File: src/rtl/zero_group_detect_pipe.sv
// Two-group zero detector with a selectable hit rule and a 2-stage valid/ready pipeline.
// Define ZGD_HITCNT_EN to add the saturating hit counter and its hit_cnt port.
module zero_group_detect_pipe #(
    parameter int LO_W  = 4,
    parameter int HI_W  = 4,
    parameter int PAD_W = 2,
    parameter int CNT_W = 8
) (
    input  logic                        clk,
    input  logic                        rst_n,
    input  logic                        in_valid,
    output logic                        in_ready,
    input  logic [LO_W+HI_W+PAD_W-1:0]  in_data,
    input  logic [1:0]                  in_mode,
    output logic                        out_valid,
    input  logic                        out_ready,
    output logic                        out_y,
    output logic                        out_lo_nz,
    output logic                        out_hi_nz,
    input  logic                        cnt_clr
`ifdef ZGD_HITCNT_EN
    ,
    output logic [CNT_W-1:0]            hit_cnt
`endif
);

    logic       s1_v_q;
    logic       s1_lo_nz_q;
    logic       s1_hi_nz_q;
    logic [1:0] s1_mode_q;

    logic out_valid_q;
    logic out_y_q;
    logic out_lo_nz_q;
    logic out_hi_nz_q;

    logic stage2Load;
    logic stage1Load;
    logic s1_y_d;

    // in_ready follows out_ready combinationally; there is no skid buffer
    assign stage2Load = ~out_valid_q | out_ready;
    assign stage1Load = ~s1_v_q | stage2Load;
    assign in_ready   = stage1Load;

    always_comb begin
        s1_y_d = 1'b0;
        case (s1_mode_q)
            2'd0:    s1_y_d =  s1_lo_nz_q & ~s1_hi_nz_q;
            2'd1:    s1_y_d = ~s1_lo_nz_q &  s1_hi_nz_q;
            2'd2:    s1_y_d = ~s1_lo_nz_q & ~s1_hi_nz_q;
            default: s1_y_d =  s1_lo_nz_q &  s1_hi_nz_q;
        endcase
    end

    always_ff @(posedge clk or negedge rst_n) begin
        if (!rst_n) begin
            s1_v_q     <= 1'b0;
            s1_lo_nz_q <= 1'b0;
            s1_hi_nz_q <= 1'b0;
            s1_mode_q  <= 2'd0;
        end else if (stage1Load) begin
            s1_v_q <= in_valid;
            if (in_valid) begin
                s1_lo_nz_q <= |in_data[LO_W-1:0];
                s1_hi_nz_q <= |in_data[LO_W+HI_W-1:LO_W];
                s1_mode_q  <= in_mode;
            end
        end
    end

    // Payload only moves with valid data, so a stalled or bubbled stage keeps its last word
    always_ff @(posedge clk or negedge rst_n) begin
        if (!rst_n) begin
            out_valid_q <= 1'b0;
            out_y_q     <= 1'b0;
            out_lo_nz_q <= 1'b0;
            out_hi_nz_q <= 1'b0;
        end else if (stage2Load) begin
            out_valid_q <= s1_v_q;
            if (s1_v_q) begin
                out_y_q     <= s1_y_d;
                out_lo_nz_q <= s1_lo_nz_q;
                out_hi_nz_q <= s1_hi_nz_q;
            end
        end
    end

    assign out_valid = out_valid_q;
    assign out_y     = out_y_q;
    assign out_lo_nz = out_lo_nz_q;
    assign out_hi_nz = out_hi_nz_q;

`ifdef ZGD_HITCNT_EN
    logic [CNT_W-1:0] hit_cnt_q;
    logic [CNT_W-1:0] hit_cnt_d;
    logic             unused_pad;

    assign unused_pad = ^in_data;

    // Clear has priority over a coincident increment
    always_comb begin
        hit_cnt_d = hit_cnt_q;
        if (cnt_clr) begin
            hit_cnt_d = '0;
        end else if (out_valid_q && out_ready && out_y_q && (hit_cnt_q != {CNT_W{1'b1}})) begin
            hit_cnt_d = hit_cnt_q + 1'b1;
        end
    end

    always_ff @(posedge clk or negedge rst_n) begin
        if (!rst_n) begin
            hit_cnt_q <= '0;
        end else begin
            hit_cnt_q <= hit_cnt_d;
        end
    end

    assign hit_cnt = hit_cnt_q;
`else
    logic [CNT_W:0] unused_sink;

    assign unused_sink = {{CNT_W{1'b0}}, ^{in_data, cnt_clr}};
`endif

endmodule

File: config.mk
export PLATFORM = sky130hd
export DESIGN_NAME = zero_group_detect_pipe
export DESIGN_NICKNAME = d
export VERILOG_FILES = /design/src/rtl/zero_group_detect_pipe.sv
export SDC_FILE = /design/constraint.sdc
export NUM_CORES = 1
export LEC_CHECK = 0
export BUFFER_PORTS_ARGS = -buffer_cell sky130_fd_sc_hd__buf_2
export CORE_AREA = 8 8 45 47
export CTS_BUF_LIST = sky130_fd_sc_hd__clkbuf_8
export DETAILED_ROUTE_END_ITERATION = 7
export DIE_AREA = 0 0 53 55
export GPL_TIMING_DRIVEN = 0
export SYNTH_ARGS = -nofsm -noshare
export SYNTH_HDL_FRONTEND = slang
export SYNTH_SLANG_ARGS = --single-unit
File: constraint.sdc
create_clock -name clk -period 1.65 [get_ports clk]
set_input_delay 0.33 -clock clk [delete_from_list [all_inputs] [get_ports clk]]
set_output_delay 0.33 -clock clk [all_outputs]
set_load 0.03 [all_outputs]
==> results of run 1 <==
cell families (layout without fill, tap and decap cells):
family	Yosys count	count (layout)	synth area share, %
DFF	9	9	49.18
buffers and inverters	5	28	4.099
adders and majority gates	2	2	5.464
AOI/OAI and AO/OA	6	6	10.11
and+or+nand+nor	10	10	17.48
muxes	5	5	13.66
layout make-up:
type | instances | area share, %
clock buffer | 3 | 6.627
clock inverter | 1 | 0.6024
multi-input combinational | 23 | 34.34
inverter | 5 | 3.012
sequential | 9 | 36.14
tap | 16 | 3.213
timing repair buffer | 19 | 16.06
synthesized netlist by cell type:
master,count,area share (%)
nand2_1,1,0.82
o221ai_1,2,3.8
a41o_1,1,2.2
inv_1,5,4.1
nor4_1,2,2.7
a31oi_1,1,1.4
a21oi_1,1,1.1
nand3b_4,1,4.4
a21boi_0,1,1.6
mux2_4,2,6.6
dfrtp_1,9,49
nand2_4,1,2.5
or2b_1,1,1.6
mux2_2,2,4.9
nand2b_1,4,5.5
mux2i_1,1,2.2
ha_1,2,5.5
worst register-to-register path, stage by stage, from the launching register on:
cell and delay, ps:
dfrtp_1 370, inv_1 50, ha_1 280, nand2b_1 120
o221ai_1 120, a41o_1 250
final timing paths:
kind,startpoint,end,cells past startpoint
setup / recovery,s1_v_q$_DFFE_PN0P_,in_ready,2
hold / removal,in_mode[0],s1_mode_q[0]$_DFFE_PN0P_,2
setup reg to reg,s1_mode_q[1]$_DFFE_PN0P_,out_y$_DFFE_PN0P_,5
hold reg to reg,out_hi_nz$_DFFE_PN0P_,out_hi_nz$_DFFE_PN0P_,1
max in group asynchronous,rst_n,s1_v_q$_DFFE_PN0P_,2
min in group asynchronous,rst_n,out_hi_nz$_DFFE_PN0P_,2
per-stage QoR:
stage / util, % / area [um^2] / setup WS [ps] / cells
after floorplan: - / 457.9 / 321.6 / 37
after global placement: 41.05 / 568.0 / 380.6 / 71
after detailed placement: 41.05 / 568.0 / 324.2 / 71
after CTS: 45.03 / 623.1 / 297.1 / 76
after global routing: 45.03 / 623.1 / 188.7 / 76
final: 45.03 / 623.1 / 302.8 / 76
routing by layer:
metal  global-route usage [%]  routed length [um]  vias to the layer above
met5                        0                   0                        -
met2                    12.11                 478                       11
met3                    1.604                  38                        4
met4                    9.052                  30                        0
li1                         -                   -                      177
met1                    7.419                 398                      159
flip-flops by register name, summed over array words and instances, names as in the netlist:
signal      count
s1_lo_nz_q      1
out_lo_nz       1
out_hi_nz       1
out_valid       1
s1_v_q          1
out_y           1
s1_mode_q       2
s1_hi_nz_q      1
power breakdown:
group	internal, mW	switching [mW]	total [mW]
Combinational	0.0723	0.0840	0.156
Sequential	0.247	0.0177	0.264
Clock	0.162	0.0899	0.252
timing repair:
item,4_1_cts,5_1_grt
hold buffers,1,0
setup buffers,0,0
gates resized for setup,0,0
hold endpoints to repair,9,0
setup endpoints to repair,0,0
==> flow_summary.json, run 1 <==
{
  "yosysSeqAreaShare_pct": 49.18,
  "clock_latency_ps": 230,
  "cts_tree": "yes",
  "die_h_um": 55,
  "clock-sinks": 9,
  "core-area_um2": 1384,
  "critPathKind": "reg2out",
  "finalPower_uw": 673.0,
  "grt-ovfl-total": 0,
  "min_period_ps": 1347,
  "path_buf_inv": 1,
  "grt_pass1_vias": 394,
  "crit_arrival_ps": 1020,
  "critPathCaptureType": "output port",
  "first_iter_violations": 6,
  "n_fill_cell": 131,
  "drc_errors": 0,
  "rows": 14,
  "avgSynthCellArea_um2": 12.38,
  "antenna_found_initial": 0,
  "p_per_area_nw_per_um2": 1080,
  "post_drt_wl_per_cell_um": 12.43,
  "ys_types": 17,
  "synth_area_um2": 457.9,
  "synthToLayoutAreaGrowth_pct": 36.07,
  "portBuffers": 18,
  "antenna_left": 0,
  "rsz0062_at_grt": "false",
  "gp_congestion": 0.6302,
  "fin_crit_sh_pct": 81.65,
  "dr.pass1.iters": 3,
  "maxSlewViolCount": 0,
  "final_common_cell": "buf_2",
  "grt_max_degree": 10,
  "hold_slack_ps": 330.1,
  "final_cell_mix": "18 x buf_2, 9 x dfrtp_1, 6 x inv_1, 4 x nand2b_1, 3 x clkbuf_8",
  "hold_viol": 0,
  "cp.required_ps": 1320,
  "slew_headroom_pct": 84.57,
  "multi_input_area_um2": 214.0,
  "hold_class": "in2reg",
  "nNetsFinal": 80,
  "dpl.hpwl_um": 764.9,
  "worst_setup_path_start_kind": "flop",
  "grt_usage_pct": 7.532,
  "seqCellArea_um2": 225.2,
  "tightest_slew_ps": 229.3,
  "r2r_setup_slack_ps": 330,
  "syn_inst": 37,
  "ios": 22,
  "yosys_warnings": 0,
  "slowest_delay_ps": 430,
  "die-area_um2": 2915,
  "htreeDepth": 1,
  "diodes": 0,
  "path_cells": "nand3b_4, buf_2",
  "peakVddDrop_v": 0.0004406,
  "cp_top_family": "flip-flops",
  "start_util_pct": 33.09,
  "wl_um": 945,
  "layout-drive-gt1-share_pct": 45.00,
  "ys_ff_latch": 9,
  "setup_viol": 0,
  "die_w_um": 53,
  "cap_violations": 0,
  "route.vias.total": 351,
  "cts_buffers": 3,
  "leakage_nw": 0.3136,
  "cp_slowest_cell": "dfrtp_1",
  "syn_nets": 56,
  "clockBufferDepth": 2,
  "fin_skew_ps": 4.335,
  "cp_max_fo": 5,
  "fmax_mhz": 742.3,
  "via_per_inst": 4.618,
  "finalSetupTns_ps": 0,
  "grt_pass1_wl_um": 1559,
  "cts.clk_slew.worst_paths_ps": 50,
  "root_buffer": "clkbuf_8",
  "status": "completed"
}
Note: power is estimated with default switching activity, not from simulation.
==> inputs of run 2 (changes only) <==
clock period = 1.36 ns   (was 1.65 ns; I/O delays follow)
==> run 2 against run 1 <==
Clock power increased by 20%; critical endpoint unchanged; worst setup slack got worse by 230 ps; global-route usage unchanged; design area increased by 6.4%; clock-buffer cell count unchanged; sequential power increased by 21%; register-to-register slack got worse by 250 ps; first-iteration DRC count increased by 17%; critical path type unchanged; core utilization increased by 2.9 points.
==> flow_summary.json, run 2 (synthesis gave the netlist of run 1 again) <==
{
  "clock-sinks": 9,
  "slowest_delay_ps": 430,
  "clockBufferDepth": 2,
  "via_per_inst": 4.701,
  "largest_reg_flops": 2,
  "cts_tree": "yes",
  "final_common_cell": "buf_2",
  "die_w_um": 53,
  "r2r-end": "out_y$_DFFE_PN0P_",
  "cap_violations": 0,
  "first_iter_violations": 7,
  "status": "completed",
  "min_period_ps": 1289,
  "cp_max_fo": 5,
  "leakage_nw": 0.3259,
  "rows": 14,
  "grt_pass1_wl_um": 1559,
  "slew_headroom_pct": 84.54,
  "tightest_slew_ps": 229.7,
  "fmax_mhz": 775.6,
  "fin_crit_sh_pct": 94.80,
  "wl_um": 949,
  "root_buffer": "clkbuf_8",
  "diodes": 0,
  "regMostFlops": "s1_mode_q",
  "layout-drive-gt1-share_pct": 52.46,
  "r2r_setup_slack_ps": 80,
  "path_cells": "nand3b_4, buf_2",
  "grt_usage_pct": 7.532,
  "nNetsFinal": 81,
  "maxSlewViolCount": 0,
  "worst_setup_path_start_kind": "flop",
  "fin_skew_ps": 2.366,
  "min-delay-start": "in_mode[0]",
  "grt_pass1_vias": 394,
  "hold_class": "in2reg",
  "finalSetupTns_ps": 0,
  "cp_slowest_cell": "dfrtp_1",
  "synthToLayoutAreaGrowth_pct": 44.81,
  "grt_max_degree": 10,
  "antenna_found_initial": 0,
  "clock_latency_ps": 230,
  "cts_buffers": 3,
  "post_drt_wl_per_cell_um": 12.32,
  "cts.clk_slew.worst_paths_ps": 50,
  "critPathKind": "reg2out",
  "cp.required_ps": 1090,
  "n_fill_cell": 129,
  "critPathCaptureType": "output port",
  "setup_viol": 0,
  "core-area_um2": 1384,
  "die-area_um2": 2915,
  "hold_viol": 0,
  "grt-ovfl-total": 0,
  "dr.pass1.iters": 3,
  "htreeDepth": 1,
  "min_to": "s1_mode_q[0]$_DFFE_PN0P_",
  "route.vias.total": 362,
  "crit_arrival_ps": 1020,
  "final_cell_mix": "18 x buf_2, 9 x dfrtp_1, 6 x inv_1, 3 x nand2b_1, 3 x clkbuf_8",
  "p_per_area_nw_per_um2": 1289,
  "min_path_cells": 2,
  "start_util_pct": 33.09,
  "finalPower_uw": 854.5,
  "r2r-start": "s1_mode_q[0]$_DFFE_PN0P_",
  "portBuffers": 18,
  "peakVddDrop_v": 0.0005388,
  "ios": 22,
  "die_h_um": 55,
  "gp_congestion": 0.6302,
  "drc_errors": 0,
  "dpl.hpwl_um": 764.9,
  "antenna_left": 0,
  "r2r_cells": 5
}
[run 2: changes by cell type in the layout (fill, tap and decap cells not counted)]
cell,previous run,this run
buf_4,0,1
ha_1,2,1
ha_4,0,1
nand2b_1,4,3
nand2b_4,0,1
o221ai_1,2,0
o221ai_2,0,2
[run 2: worst max-delay path by stage]
stage / cells after the start / to / start
4_1_cts: 5 / out_y$_DFFE_PN0P_ / s1_mode_q[1]$_DFFE_PN0P_
3_5_place_dp: 5 / out_y$_DFFE_PN0P_ / s1_mode_q[1]$_DFFE_PN0P_
5_1_grt: 5 / out_y$_DFFE_PN0P_ / s1_mode_q[0]$_DFFE_PN0P_
3_3_place_gp: 5 / out_y$_DFFE_PN0P_ / s1_mode_q[1]$_DFFE_PN0P_
2_1_floorplan: 3 / s1_mode_q[0]$_DFFE_PN0P_ / out_valid$_DFFE_PN0P_
6_report: 2 / in_ready / s1_v_q$_DFFE_PN0P_
[run 2: report_power, final]
group	leakage (nW)	switching [mW]	total, mW	internal [mW]
Clock	0.0269	0.106	0.303	0.197
Sequential	0.0938	0.0211	0.320	0.299
Combinational	0.205	0.116	0.231	0.115
[run 2: area by class of cell]
cell class              count  area, um^2  area share, %
clock buffers               3       41.29          6.226
clock inverters             1       3.754         0.5660
inverters                   5       18.77          2.830
multi-input cells          23       246.5          37.17
flip-flops and latches      9       225.2          33.96
well taps                  16       20.02          3.019
repair buffers             20       107.6          16.23
[run 2: repair_timing]
action | 4_1_cts | 5_1_grt
hold buffers | 1 | 0
setup buffers | 0 | 1
endpoints found under the hold margin | 9 | 0
setup endpoints to repair | 0 | 1
resized for setup | 0 | 4
[run 2: per-stage QoR]
| stage | instances | worst slack (ps) | util [%] | hold WS (ps) | area [um^2] |
|---|---|---|---|---|---|
| floorplan | 37 | 31.62 | - | -23.59 | 457.9 |
| global placement | 71 | 90.64 | 41.05 | 132.8 | 568.0 |
| detailed placement | 71 | 34.16 | 41.05 | 134.8 | 568.0 |
| CTS | 76 | 23.60 | 45.03 | 272.0 | 623.1 |
| global route | 77 | -10.49 | 47.92 | 276.2 | 663.1 |
| finish | 77 | 70.74 | 47.92 | 273.8 | 663.1 |
[run 2: per-layer routing]
metal  wire (um)  part of all wire, %  global-route usage [%]  up-vias
met1         390                   41                   7.419      167
met3          38                  4.0                   1.604        4
li1            -                    -                       -      180
met4          30                  3.2                   9.052        0
met5           0                    0                       0        -
met2         490                   52                   12.11       11
[run 2: worst max-delay path, delay by kind of cell (launching register included)]
kind | cells | cell delay [ps]
buf+inv | 1 | 210
flops | 1 | 430
simple gates | 1 | 140
